File: config.mk
export PLATFORM = sky130hd
export DESIGN_NAME = hyperram_axi_arbiter
export DESIGN_NICKNAME = d
export VERILOG_FILES = /design/src/rtl/hyperram_arb_pkg.sv /design/src/rtl/hyperram_arb_rr.sv /design/src/rtl/hyperram_axi_arbiter.sv
export SDC_FILE = /design/constraint.sdc
export NUM_CORES = 1
export LEC_CHECK = 0
export CAP_MARGIN = 40
export CORE_AREA = 3 3 221 223
export DETAILED_ROUTE_END_ITERATION = 8
export DIE_AREA = 0 0 224 226
export PLACE_DENSITY_LB_ADDON = 0.3
export REMOVE_ABC_BUFFERS = 1
export SYNTH_ARGS = -nofsm -noshare
export SYNTH_HDL_FRONTEND = slang
export SYNTH_SLANG_ARGS = --single-unit
File: constraint.sdc
create_clock -name s_axi_aclk -period 2.65 [get_ports s_axi_aclk]
set_input_delay 0.6625 -clock s_axi_aclk [delete_from_list [all_inputs] [get_ports s_axi_aclk]]
set_output_delay 0.6625 -clock s_axi_aclk [all_outputs]
set_load 0.01 [all_outputs]
File: src/rtl/hyperram_arb_pkg.sv
// Shared types and constants for the two-master HyperRAM AXI arbiter.
package hyperram_arb_pkg;

    typedef enum logic [2:0] {
        S_IDLE = 3'd0,
        S_AW   = 3'd1,
        S_W    = 3'd2,
        S_B    = 3'd3,
        S_AR   = 3'd4,
        S_R    = 3'd5
    } state_t;

    localparam logic [1:0] BURST_FIXED = 2'd0;
    localparam logic [1:0] BURST_INCR  = 2'd1;
    localparam logic [1:0] BURST_WRAP  = 2'd2;

    localparam logic [1:0] RESP_OKAY   = 2'd0;
    localparam logic [1:0] RESP_SLVERR = 2'd2;

    localparam logic TYPE_WR = 1'b0;
    localparam logic TYPE_RD = 1'b1;

    // A zero timeout still needs a 1-bit counter so the declaration stays legal.
    function automatic int tmo_width(input int timeout);
        return (timeout < 1) ? 1 : $clog2(timeout + 1);
    endfunction

    localparam int DEFAULT_TIMEOUT = 4096;
    localparam int TMO_W           = tmo_width(DEFAULT_TIMEOUT);

endpackage

File: src/rtl/hyperram_arb_rr.sv
// Combinational round-robin picker: master alternates first, then read/write within the master.
module hyperram_arb_rr
    import hyperram_arb_pkg::*;
(
    input  logic [3:0] req,          // {m0_aw, m0_ar, m1_aw, m1_ar}
    input  logic       last_master,
    input  logic [1:0] last_type,    // per master, TYPE_RD / TYPE_WR
    output logic       pick_vld,
    output logic       pick_master,
    output logic       pick_type
);

    logic       other;
    logic       mst;
    logic [1:0] sel_req;

    always_comb begin
        pick_vld = |req;
        other    = ~last_master;
        mst      = other;
        if (other ? ~|req[1:0] : ~|req[3:2]) begin
            mst = last_master;
        end
        sel_req = mst ? req[1:0] : req[3:2];
        unique case (sel_req)
            2'b11:   pick_type = ~last_type[mst];
            2'b01:   pick_type = TYPE_RD;
            default: pick_type = TYPE_WR;
        endcase
        pick_master = mst;
    end

endmodule

File: src/rtl/hyperram_axi_arbiter.sv
// Serialises whole AXI4 bursts from two masters onto the single HyperRAM controller port.
// One idle cycle per grant, zero added latency per beat; the idle master is held off with ready=0.
module hyperram_axi_arbiter
    import hyperram_arb_pkg::*;
#(
    parameter int ADDR_WIDTH = 32,
    parameter int DATA_WIDTH = 32,
    parameter int TIMEOUT    = 4096
) (
    input  logic                    s_axi_aclk,
    input  logic                    reset,
    // master 0
    input  logic                    m0_awvalid,
    output logic                    m0_awready,
    input  logic [0:0]              m0_awid,
    input  logic [ADDR_WIDTH-1:0]   m0_awaddr,
    input  logic [7:0]              m0_awlen,
    input  logic [2:0]              m0_awsize,
    input  logic [1:0]              m0_awburst,
    input  logic                    m0_wvalid,
    output logic                    m0_wready,
    input  logic [DATA_WIDTH-1:0]   m0_wdata,
    input  logic [DATA_WIDTH/8-1:0] m0_wstrb,
    input  logic                    m0_wlast,
    output logic                    m0_bvalid,
    input  logic                    m0_bready,
    output logic [0:0]              m0_bid,
    output logic [1:0]              m0_bresp,
    input  logic                    m0_arvalid,
    output logic                    m0_arready,
    input  logic [0:0]              m0_arid,
    input  logic [ADDR_WIDTH-1:0]   m0_araddr,
    input  logic [7:0]              m0_arlen,
    input  logic [2:0]              m0_arsize,
    input  logic [1:0]              m0_arburst,
    output logic                    m0_rvalid,
    input  logic                    m0_rready,
    output logic [0:0]              m0_rid,
    output logic [DATA_WIDTH-1:0]   m0_rdata,
    output logic [1:0]              m0_rresp,
    output logic                    m0_rlast,
    // master 1
    input  logic                    m1_awvalid,
    output logic                    m1_awready,
    input  logic [0:0]              m1_awid,
    input  logic [ADDR_WIDTH-1:0]   m1_awaddr,
    input  logic [7:0]              m1_awlen,
    input  logic [2:0]              m1_awsize,
    input  logic [1:0]              m1_awburst,
    input  logic                    m1_wvalid,
    output logic                    m1_wready,
    input  logic [DATA_WIDTH-1:0]   m1_wdata,
    input  logic [DATA_WIDTH/8-1:0] m1_wstrb,
    input  logic                    m1_wlast,
    output logic                    m1_bvalid,
    input  logic                    m1_bready,
    output logic [0:0]              m1_bid,
    output logic [1:0]              m1_bresp,
    input  logic                    m1_arvalid,
    output logic                    m1_arready,
    input  logic [0:0]              m1_arid,
    input  logic [ADDR_WIDTH-1:0]   m1_araddr,
    input  logic [7:0]              m1_arlen,
    input  logic [2:0]              m1_arsize,
    input  logic [1:0]              m1_arburst,
    output logic                    m1_rvalid,
    input  logic                    m1_rready,
    output logic [0:0]              m1_rid,
    output logic [DATA_WIDTH-1:0]   m1_rdata,
    output logic [1:0]              m1_rresp,
    output logic                    m1_rlast,
    // HyperRAM controller slave port
    output logic                    hb_awvalid,
    input  logic                    hb_awready,
    output logic [0:0]              hb_awid,
    output logic [ADDR_WIDTH-1:0]   hb_awaddr,
    output logic [7:0]              hb_awlen,
    output logic [2:0]              hb_awsize,
    output logic [1:0]              hb_awburst,
    output logic                    hb_awlock,
    output logic [3:0]              hb_awregion,
    output logic [3:0]              hb_awcache,
    output logic [3:0]              hb_awqos,
    output logic [2:0]              hb_awprot,
    output logic                    hb_wvalid,
    input  logic                    hb_wready,
    output logic [DATA_WIDTH-1:0]   hb_wdata,
    output logic [DATA_WIDTH/8-1:0] hb_wstrb,
    output logic                    hb_wlast,
    input  logic                    hb_bvalid,
    output logic                    hb_bready,
    input  logic [0:0]              hb_bid,
    input  logic [1:0]              hb_bresp,
    output logic                    hb_arvalid,
    input  logic                    hb_arready,
    output logic [0:0]              hb_arid,
    output logic [ADDR_WIDTH-1:0]   hb_araddr,
    output logic [7:0]              hb_arlen,
    output logic [2:0]              hb_arsize,
    output logic [1:0]              hb_arburst,
    output logic                    hb_arlock,
    output logic [3:0]              hb_arregion,
    output logic [3:0]              hb_arcache,
    output logic [3:0]              hb_arqos,
    output logic [2:0]              hb_arprot,
    input  logic                    hb_rvalid,
    output logic                    hb_rready,
    input  logic [0:0]              hb_rid,
    input  logic [DATA_WIDTH-1:0]   hb_rdata,
    input  logic [1:0]              hb_rresp,
    input  logic                    hb_rlast,
    // status
    output logic [1:0]              grant,
    output logic                    busy,
    output logic                    error
);

    localparam int                CNT_W  = tmo_width(TIMEOUT);
    localparam logic [CNT_W-1:0]  TMO    = CNT_W'(TIMEOUT);
    localparam logic [CNT_W-1:0]  TMO_M1 = CNT_W'(TIMEOUT - 1);

    state_t           state, state_nxt;
    logic             sel;           // granted master, valid whenever busy
    logic [0:0]       gnt_id;
    logic             last_master;
    logic [1:0]       last_type;
    logic [CNT_W-1:0] cnt;
    logic             pick_vld, pick_master, pick_type;
    logic             in_aw, in_w, in_b, in_ar, in_r;

    hyperram_arb_rr u_rr (
        .req         ({m0_awvalid, m0_arvalid, m1_awvalid, m1_arvalid}),
        .last_master (last_master),
        .last_type   (last_type),
        .pick_vld    (pick_vld),
        .pick_master (pick_master),
        .pick_type   (pick_type)
    );

    always_ff @(posedge s_axi_aclk or posedge reset) begin
        if (reset) state <= S_IDLE;
        else       state <= state_nxt;
    end

    always_comb begin
        state_nxt = state;
        in_aw     = 1'b0;
        in_w      = 1'b0;
        in_b      = 1'b0;
        in_ar     = 1'b0;
        in_r      = 1'b0;
        unique case (state)
            S_IDLE: if (pick_vld) state_nxt = (pick_type == TYPE_RD) ? S_AR : S_AW;
            S_AW: begin
                in_aw = 1'b1;
                if (hb_awvalid && hb_awready) state_nxt = S_W;
            end
            S_W: begin
                in_w = 1'b1;
                if (hb_wvalid && hb_wready && hb_wlast) state_nxt = S_B;
            end
            S_B: begin
                in_b = 1'b1;
                if (hb_bvalid && hb_bready) state_nxt = S_IDLE;
            end
            S_AR: begin
                in_ar = 1'b1;
                if (hb_arvalid && hb_arready) state_nxt = S_R;
            end
            S_R: begin
                in_r = 1'b1;
                if (hb_rvalid && hb_rready && hb_rlast) state_nxt = S_IDLE;
            end
            default: state_nxt = S_IDLE;
        endcase
    end

    // Grant bookkeeping and watchdog; the counter saturates so error stays a clean sticky flag.
    always_ff @(posedge s_axi_aclk or posedge reset) begin
        if (reset) begin
            sel         <= 1'b0;
            gnt_id      <= '0;
            last_master <= 1'b1;
            last_type   <= {TYPE_RD, TYPE_RD};
            cnt         <= '0;
            error       <= 1'b0;
        end else if (state == S_IDLE) begin
            if (pick_vld) begin
                sel                    <= pick_master;
                last_master            <= pick_master;
                last_type[pick_master] <= pick_type;
                cnt                    <= '0;
                if (pick_type == TYPE_RD) gnt_id <= pick_master ? m1_arid : m0_arid;
                else                      gnt_id <= pick_master ? m1_awid : m0_awid;
            end
        end else if (TIMEOUT != 0 && cnt != TMO) begin
            cnt <= cnt + 1'b1;
            if (cnt == TMO_M1) error <= 1'b1;
        end
    end

    assign busy  = (state != S_IDLE);
    assign grant = busy ? (sel ? 2'b10 : 2'b01) : 2'b00;

    assign hb_awvalid  = in_aw & (sel ? m1_awvalid : m0_awvalid);
    assign hb_awid     = '0;
    assign hb_awaddr   = sel ? m1_awaddr  : m0_awaddr;
    assign hb_awlen    = sel ? m1_awlen   : m0_awlen;
    assign hb_awsize   = sel ? m1_awsize  : m0_awsize;
    assign hb_awburst  = sel ? m1_awburst : m0_awburst;
    assign hb_awlock   = 1'b0;
    assign hb_awregion = '0;
    assign hb_awcache  = '0;
    assign hb_awqos    = '0;
    assign hb_awprot   = '0;
    assign m0_awready  = in_aw & ~sel & hb_awready;
    assign m1_awready  = in_aw &  sel & hb_awready;

    assign hb_wvalid = in_w & (sel ? m1_wvalid : m0_wvalid);
    assign hb_wdata  = sel ? m1_wdata : m0_wdata;
    assign hb_wstrb  = sel ? m1_wstrb : m0_wstrb;
    assign hb_wlast  = sel ? m1_wlast : m0_wlast;
    assign m0_wready = in_w & ~sel & hb_wready;
    assign m1_wready = in_w &  sel & hb_wready;

    assign hb_bready = in_b & (sel ? m1_bready : m0_bready);
    assign m0_bvalid = in_b & ~sel & hb_bvalid;
    assign m1_bvalid = in_b &  sel & hb_bvalid;
    assign m0_bid    = gnt_id;
    assign m1_bid    = gnt_id;
    assign m0_bresp  = hb_bresp;
    assign m1_bresp  = hb_bresp;

    assign hb_arvalid  = in_ar & (sel ? m1_arvalid : m0_arvalid);
    assign hb_arid     = '0;
    assign hb_araddr   = sel ? m1_araddr  : m0_araddr;
    assign hb_arlen    = sel ? m1_arlen   : m0_arlen;
    assign hb_arsize   = sel ? m1_arsize  : m0_arsize;
    assign hb_arburst  = sel ? m1_arburst : m0_arburst;
    assign hb_arlock   = 1'b0;
    assign hb_arregion = '0;
    assign hb_arcache  = '0;
    assign hb_arqos    = '0;
    assign hb_arprot   = '0;
    assign m0_arready  = in_ar & ~sel & hb_arready;
    assign m1_arready  = in_ar &  sel & hb_arready;

    assign hb_rready = in_r & (sel ? m1_rready : m0_rready);
    assign m0_rvalid = in_r & ~sel & hb_rvalid;
    assign m1_rvalid = in_r &  sel & hb_rvalid;
    assign m0_rid    = gnt_id;
    assign m1_rid    = gnt_id;
    assign m0_rdata  = hb_rdata;
    assign m1_rdata  = hb_rdata;
    assign m0_rresp  = hb_rresp;
    assign m1_rresp  = hb_rresp;
    assign m0_rlast  = hb_rlast;
    assign m1_rlast  = hb_rlast;

    // Downstream ids are always 0; the masters get the id captured at grant instead.
    logic unused_hb_ids;
    assign unused_hb_ids = ^{hb_bid, hb_rid};

endmodule

==> results of run 1 <==
## sequential cells by signal, indices dropped and copies added (netlist names)
signal,flops
sel,1
last_type,2
state,3
last_master,1
cnt,13
m0_bid,1
error,1
## kinds of logic (layout without fill, tap and decap cells)
logic type,count (synthesis),in the layout
AOI/OAI and AO/OA,40,40
xor gates and xnor gates,5,5
adders and majority gates,2,2
buffers and inverters,144,478
DFF,22,22
muxes,137,137
other,1,37
and+or+nand+nor,85,85
## critical path: cells and delay by family
family | cells | cell delay (ns)
buffers and inverters | 2 | 0.90
AND/OR/NAND/NOR | 1 | 0.24
multiplexers | 1 | 0.16
## synthesized netlist by cell type (all sizes together), types with 2 or more instances
cell type / instances
a211oi: 2
a21o: 3
a21oi: 6
and3: 3
and4: 2
buf: 132
clkbuf: 2
dfrtp: 19
dfstp: 3
ha: 2
inv: 10
mux2: 128
mux2i: 9
nand2: 20
nand2b: 3
nand3: 10
nand3b: 2
nand4: 3
nor2: 22
nor3: 7
nor4: 5
o2111ai: 2
o21ai: 11
o31ai: 2
o32a: 2
o32ai: 3
or3: 2
xnor2: 2
xor2: 3
## layout make-up
cell class,instances,area [um2],area share [%]
Sequential cell,22,561,6.47
Inverter,10,37.5,0.433
Clock buffer,3,75.1,0.866
Clock inverter,1,30.0,0.347
Tap cell,607,759,8.77
Antenna cell,3,7.51,0.0866
Multi-Input combinational cell,303,2480,28.7
Timing Repair Buffer,464,4710,54.4
## power by group through the flow
stage	Clock, mW	Combinational [mW]	Sequential [mW]
final	0.431	4.59	0.628
after global routing	0.459	4.90	0.649
after CTS	0.446	4.65	0.626
after detailed placement	0	4.44	0.640
after global placement	0	4.47	0.638
after floorplan	0	1.72	0.828
## worst max-delay path by stage
stage | from | to | slack (ns)
3_5_place_dp | m1_arvalid | hb_arvalid | -0.38
5_1_grt | sel | hb_awaddr[22] | -0.003
4_1_cts | m1_arvalid | hb_arvalid | -0.06
3_3_place_gp | m1_arvalid | hb_arvalid | -0.43
6_report | m1_arvalid | hb_arvalid | 0.02
2_1_floorplan | sel | hb_arvalid | -2.04
## metal layers
layer  track usage (%)  wire, um  up-vias
met1              14.9     13200     2130
met4             0.640       132       12
met2              16.3     12900      328
met3              8.11      5040       25
li1                  -         -     2148
met5              2.47       187        -
## placed cells by master, fill, tap and decap left out, types with 2 or more instances in the layout
master and instances:
and3_1 3, bufbuf_16 3, inv_1 9, dfstp_2 3, and4_1 2, nand4_1 3
o32a_1 2, nand3b_1 2, dfrtp_1 16, xnor2_1 2, a21o_2 2, mux2_2 128
nand2_1 19, dlygate4sd2_1 36, buf_12 7, nand3_1 10, nor4_1 5, a211oi_1 2
buf_4 27, clkbuf_16 3, o2111ai_1 2, clkdlybuf4s50_1 377, diode_2 3, nor2_1 19
ha_1 2, a21oi_1 5, nor2_2 3, dlymetal6s2s_1 11, conb_1 34, o32ai_1 3
o21ai_0 11, xor2_1 3, nand2b_1 3, nor3_1 6, mux2i_1 8, dfrtp_2 2
o31ai_1 2
## repair_timing
action	in CTS	in global routing
setup buffers	5	1
setup endpoints to repair	117	28
resized for setup	47	18
gates cloned	3	0
pin swaps	1	1
## metrics by stage
stage               power, mW  cell area (um2)  worst slack, ns
CTS                      5.72             8600          -0.0604
global placement         5.11             8400           -0.430
finish                   5.65             8660           0.0196
floorplan                2.55             3050            -2.04
detailed placement       5.08             8400           -0.375
global route             6.01             8660         -0.00347
==> insert_results.sql, run 1 <==
INSERT INTO impl_metrics (metric_group, metric, value, unit) VALUES
('clock_tree', 'cts_inserted_buffers', '3', ''),
('clock_tree', 'cts_hold_buffers', '0', ''),
('setup_path', 'worstSetupStartpointType', 'input pin', ''),
('setup_path', 'cpPeakStageDelay', '0.62', 'ns'),
('setup_path', 'r2r_start', 'state[0]', ''),
('finish', 'drive_gt1_share', '24.2', '%'),
('synth', 'synth_flop_cell', 'dfrtp_1', ''),
('finish', 'finish.net_count', '1120', ''),
('sta', 'final-max-slew-violation-count', '0', ''),
('sta', 'timing.hold.ws', '0.484', 'ns'),
('hold_path', 'hold_path_end', 'last_type[0]', ''),
('setup_path', 'setup.worst_path.end_class', 'output port', ''),
('hold_path', 'hp-start', 'last_type[0]', ''),
('synth', 'seq_area_frac_synth', '14.3', '%'),
('synth', 'yosys-mux-area-fraction', '39.5', '%'),
('floorplanning', 'effective_utilization_at_floorplan', '8.29', '%'),
('power_and_ir_drop', 'cell_internal_power_dissipation', '3.54', 'mW'),
('power_and_ir_drop', 'power.switching_fraction', '37.2', '%'),
('synth', 'synth_simple_gate_area_share', '11.4', '%'),
('setup_path', 'cp.arrival', '1.97', 'ns'),
('place', 'gp_weighted_congestion', '0.724', ''),
('clock_tree', 'insertion_delay_of_the_later_clocked_pin_in_the_worst_skew_pair', '0.26', 'ns'),
('setup_path', 'timing.critical_path.slowest_stage_cell', 'clkdlybuf4s50_1', ''),
('sta', 'report.final.hold_viol_count', '0', ''),
('drt', 'route.final.wire_length', '31.5', 'mm'),
('synth', 'synth-compound-area-share', '7.45', '%'),
('finish', 'n_fill_cell', '5277', ''),
('sta', 'setup_viol', '0', ''),
('synth', 'dominant_combinational_cell_family_by_area_after_synthesis', 'multiplexers', ''),
('synth', 'summed_instance_area_of_the_synthesized_netlist', '0.00388', 'mm2'),
('floorplanning', 'io-pin-count', '572', ''),
('power_and_ir_drop', 'worst_ir_drop_vdd', '0.318', 'mV'),
('drt', 'firstDrtPassIters', '4', ''),
('synth', 'synth-xor-area-share', '1.13', '%'),
('synth', 'post_synth_main_area_contributors', 'mux2_2 (37%), buf_4 (21%), dfrtp_1 (12%)', ''),
('setup_path', 'worstSetupPathType', 'in2out', ''),
('hold_path', 'hp-class', 'reg2reg', ''),
('drt', 'post_drt_wl_per_cell', '22.3', 'um'),
('hold_path', 'worstHoldPathCells', '2', ''),
('synth', 'syn_area_per_cell', '8.89', 'um2'),
('drt', 'route.detailed.vias_per_inst', '3.29', ''),
('clock_tree', 'cts_tree', 'done', ''),
('status', 'result_of_the_run', 'complete, no violations', ''),
('drt', 'drt_first_iter_violations', '127', ''),
('floorplanning', 'die-height', '226', 'um'),
('setup_path', 'worst_r2r_endpoint', 'last_type[1]', ''),
('power_and_ir_drop', 'power.share.clock', '7.6', '%'),
('drt', 'dr_total_vias', '4643', ''),
('synth', 'synth-edff-count', '0', ''),
('finish', 'area_growth_syn_to_layout', '123', '%'),
('flow_run', 'maxCapViolations', '0', ''),
('global_route', 'antenna_found_initial', '16', ''),
('sta', 'timing_worst_slew_pin_value', '0.496', 'ns'),
('clock_tree', 'worst_setup_hold_path_clk_slew', '0.06', 'ns'),
('global_route', 'grtUsageTotal', '11.6', '%'),
('power_and_ir_drop', 'share_comb_of_total_power', '81.2', '%'),
('drt', 'ant_nets', '0', ''),
('finish', 'layout.cells.non_filler', '1413', ''),
('sta', 'skew', '0.00296', 'ns'),
('power_and_ir_drop', 'p_per_area', '652', 'mW/mm2'),
('drt', 'drc', '0', ''),
('place', 'detailed_place_hpwl', '28.1', 'mm'),
('global_route', 'via_count_of_the_first_global_routing_pass', '4885', ''),
('floorplanning', 'die-area', '0.0506', 'mm2'),
('synth', 'synth-seq-cells', '22', ''),
('synth', 'synthAdderAreaFrac', '0.645', '%'),
('clock_tree', 'htree_levels', '1', ''),
('synth', 'synthesis.instances', '436', ''),
('synth', 'async_reset_ff_share', '100', '%'),
('setup_path', 'rrSetupSlack', '0.73', 'ns'),
('sta', 'period_minus_slack', '2.63', 'ns');
Power figures use the tool's default switching activity.
==> run 2: changes to the inputs <==
--- a/config.mk
+++ b/config.mk
@@ -9,6 +9,7 @@
 export CORE_AREA = 3 3 221 223
 export DETAILED_ROUTE_END_ITERATION = 8
 export DIE_AREA = 0 0 224 226
+export GPL_ROUTABILITY_DRIVEN = 0
 export PLACE_DENSITY_LB_ADDON = 0.3
 export REMOVE_ABC_BUFFERS = 1
 export SYNTH_ARGS = -nofsm -noshare
==> results of run 2 <==
Final layout, timing and power as in run 1 (identical DEF).
==> run 3: changes to the inputs <==
--- a/config.mk
+++ b/config.mk
@@ -10,7 +10,7 @@
 export DETAILED_ROUTE_END_ITERATION = 8
 export DIE_AREA = 0 0 224 226
 export GPL_ROUTABILITY_DRIVEN = 0
-export PLACE_DENSITY_LB_ADDON = 0.3
+export PLACE_DENSITY_LB_ADDON = 0.12
 export REMOVE_ABC_BUFFERS = 1
 export SYNTH_ARGS = -nofsm -noshare
 export SYNTH_HDL_FRONTEND = slang
==> run 3 against run 2 <==
Against the previous run: the flow now finishes with violations (setup timing); critical path depth is 1 lower; combinational power fell by 1%; register-to-register slack got worse by 0.12 ns; flip-flop and latch count unchanged; utilization fell by 0.20 points; final cell count is 0.50% lower; sequential share of layout area is 0.055 points higher; via count is 1.1% higher; critical path type unchanged.
==> insert_results.sql, run 3 (synthesized netlist as in run 1, its figures left out) <==
INSERT INTO impl_metrics (metric_group, metric, value, unit) VALUES
('status', 'result_of_the_run', 'finished with violations', ''),
('status', 'failed_checks', 'setup timing', ''),
('global_route', 'grt_pass1_wl', '46.9', 'mm'),
('setup_path', 'cp_max_fo', '1', ''),
('sta', 'skew', '0.00147', 'ns'),
('setup_path', 'cp.arrival', '1.99', 'ns'),
('clock_tree', 'cts_inserted_buffers', '3', ''),
('sta', 'relSlewSlack', '49.6', '%'),
('global_route', 'via_count_of_the_first_global_routing_pass', '5049', ''),
('floorplanning', 'design.core.area', '0.0468', 'mm2'),
('finish', 'finish.net_count', '1112', ''),
('drt', 'dr_total_vias', '4693', ''),
('setup_path', 'path_common_cell', 'clkdlybuf4s50_1', ''),
('finish', 'layout_top_registers', 'cnt: 13 flops, state: 3 flops, last_type: 2 flops', ''),
('finish', 'area_growth_syn_to_layout', '121', '%'),
('setup_path', 'cpPeakStageDelay', '0.51', 'ns'),
('flow_run', 'maxCapViolations', '0', ''),
('floorplanning', 'num_rows', '79', ''),
('sta', 'unrepaired_setup_endpoints_after_global_routing', 'true', ''),
('drt', 'ant_nets', '0', ''),
('clock_tree', 'cts_tree', 'done', ''),
('floorplanning', 'io-pin-count', '572', ''),
('sta', 'min_period_over_period', '100', '%'),
('finish', 'largest_register_ff_count', '13', ''),
('clock_tree', 'htree_levels', '1', ''),
('place', 'number_of_i_o_port_buffers', '427', ''),
('finish', 'drive_gt1_share', '22.6', '%'),
('setup_path', 'worstSetupPathType', 'in2out', ''),
('setup_path', 'timing.critical_path.slowest_stage_cell', 'clkdlybuf4s50_1', ''),
('setup_path', 'setup.worst_path.end_class', 'output port', ''),
('clock_tree', 'tritoncts_sinks', '22', ''),
('drt', 'route.final.wire_length', '36.6', 'mm'),
('drt', 'firstDrtPassIters', '4', ''),
('floorplanning', 'die-height', '226', 'um'),
('global_route', 'grt.overflow.total', '0', ''),
('floorplanning', 'die-area', '0.0506', 'mm2'),
('drt', 'drt_first_iter_violations', '151', ''),
('sta', 'timing_worst_slew_pin_value', '0.755', 'ns'),
('finish', 'largest_register', 'cnt', ''),
('sta', 'final-max-slew-violation-count', '0', ''),
('finish', 'n_fill_cell', '5205', ''),
('finish', 'layout.cells.non_filler', '1406', ''),
('sta', 'final.setup.tns', '-0.00528', 'ns'),
('power_and_ir_drop', 'p_per_area', '641', 'mW/mm2'),
('finish', 'layout.cells.most_common', 'clkdlybuf4s50_1', ''),
('clock_tree', 'worst_setup_hold_path_clk_slew', '0.06', 'ns'),
('global_route', 'grt_start_max_net_pins', '28', ''),
('setup_path', 'cp_data_required_time', '1.99', 'ns'),
('global_route', 'antenna_found_initial', '24', ''),
('sta', 'setup_viol', '1', ''),
('global_route', 'grtUsageTotal', '13.7', '%'),
('place', 'detailed_place_hpwl', '32.9', 'mm'),
('drt', 'route.detailed.vias_per_inst', '3.34', ''),
('floorplanning', 'effective_utilization_at_floorplan', '8.29', '%'),
('clock_tree', 'cell_chosen_for_the_clock_root', 'clkbuf_16', ''),
('sta', 'maxClockFrequency', '377', 'MHz'),
('place', 'dp_slack', '-0.292', 'ns'),
('power_and_ir_drop', 'static-leakage-power', '3.50', 'nW'),
('sta', 'report.final.hold_viol_count', '0', ''),
('floorplanning', 'dieWidth', '224', 'um'),
('finish', 'most-common-layout-cells', 'clkdlybuf4s50_1 (370), mux2_2 (128), conb_1 (34), dlymetal6s2s_1 (30), dlygate4sd2_1 (25)', ''),
('power_and_ir_drop', 'worst_ir_drop_vdd', '0.260', 'mV'),
('setup_path', 'critical_path_cell_list', 'clkdlybuf4s50_1, mux2_2, clkdlybuf4s50_1', ''),
('drt', 'post_drt_wl_per_cell', '26.0', 'um'),
('setup_path', 'reg2regPathDepth', '6', ''),
('setup_path', 'worstSetupStartpointType', 'input pin', ''),
('hold_path', 'hp-class', 'reg2reg', ''),
('clock_tree', 'insertion_delay_of_the_later_clocked_pin_in_the_worst_skew_pair', '0.25', 'ns'),
('sta', 'post-route-worst-setup-slack', '-0.00528', 'ns'),
('drt', 'drc', '0', ''),
('place', 'numPlacedInstances', '1395', ''),
('sta', 'period_minus_slack', '2.66', 'ns'),
('clock_tree', 'cts_hold_buffers', '0', ''),
('clock_tree', 'cts_buffer_depth', '2', ''),
('hold_path', 'worstHoldPathCells', '2', '');
-- run 3: cell count changes in the layout (fill, tap and decap cells not counted), moves of 2 or more --
cell             before  now
dlymetal6s2s_1       11   30
dlygate4sd2_1        36   25
buf_4                27   21
buf_6                 0    2
clkdlybuf4s50_1     377  370
buf_12                7    3
bufbuf_16             3    1
-- run 3: routing by layer --
metal / GRT usage, % / wire length, um
met1: 15.4 / 13600
met2: 21.6 / 16700
met3: 10.2 / 5870
met4: 0.495 / 73
met5: 2.66 / 269
-- run 3: metrics by stage --
step / area, um2 / hold slack [ns] / power (mW) / util [%]
5_1_grt: 8560 / 0.513 / 5.90 / 18.3
6_report: 8570 / 0.483 / 5.50 / 18.3
4_1_cts: 8460 / 0.485 / 5.60 / 18.1
3_3_place_gp: 8320 / 0.468 / 5.19 / 17.8
3_5_place_dp: 8320 / 0.479 / 5.10 / 17.8
2_1_floorplan: 3050 / 0.453 / 2.55 / -
-- run 3: timing repair --
| action | in CTS | in global routing |
|---|---|---|
| resized for setup | 32 | 37 |
| buffers inserted | 2 | 0 |
| setup endpoints to repair | 80 | 44 |
| gates cloned | 1 | 0 |
-- run 3: worst paths after layout --
| check | from | to | slack, ns |
|---|---|---|---|
| min in group asynchronous | reset | cnt[12] | 0.85 |
| worst min register to register | last_type[0] | last_type[0] | 0.48 |
| worst min-delay path | last_type[0] | last_type[0] | 0.48 |
| worst max register to register | state[0] | last_type[1] | 0.61 |
| worst max-delay path | m1_wdata[15] | hb_wdata[15] | -0.005 |
| max in group asynchronous | reset | last_master | 1.16 |
-- run 3: critical path: cells and delay by family --
family / cells / cell delay (ns)
buf+inv: 2 / 1.01
mux: 1 / 0.31
-- run 3: where the power goes --
part | leakage, nW | total, mW | internal, mW | switching [mW]
clock | 0.0442 | 0.353 | 0.230 | 0.123
combinational | 3.17 | 4.54 | 2.61 | 1.93
sequential | 0.277 | 0.603 | 0.458 | 0.145
total | 3.50 | 5.50 | 3.30 | 2.20
-- run 3: area by class of cell --
| cell class | count | area (um2) | share of cell area (%) |
|---|---|---|---|
| diodes | 4 | 10.0 | 0.117 |
| inverters | 10 | 37.5 | 0.438 |
| repair buffers | 456 | 4650 | 54.3 |
| well taps | 607 | 759 | 8.86 |
| flip-flops and latches | 22 | 559 | 6.52 |
| multi-input cells | 303 | 2470 | 28.8 |
| clock buffers | 4 | 88.8 | 1.04 |
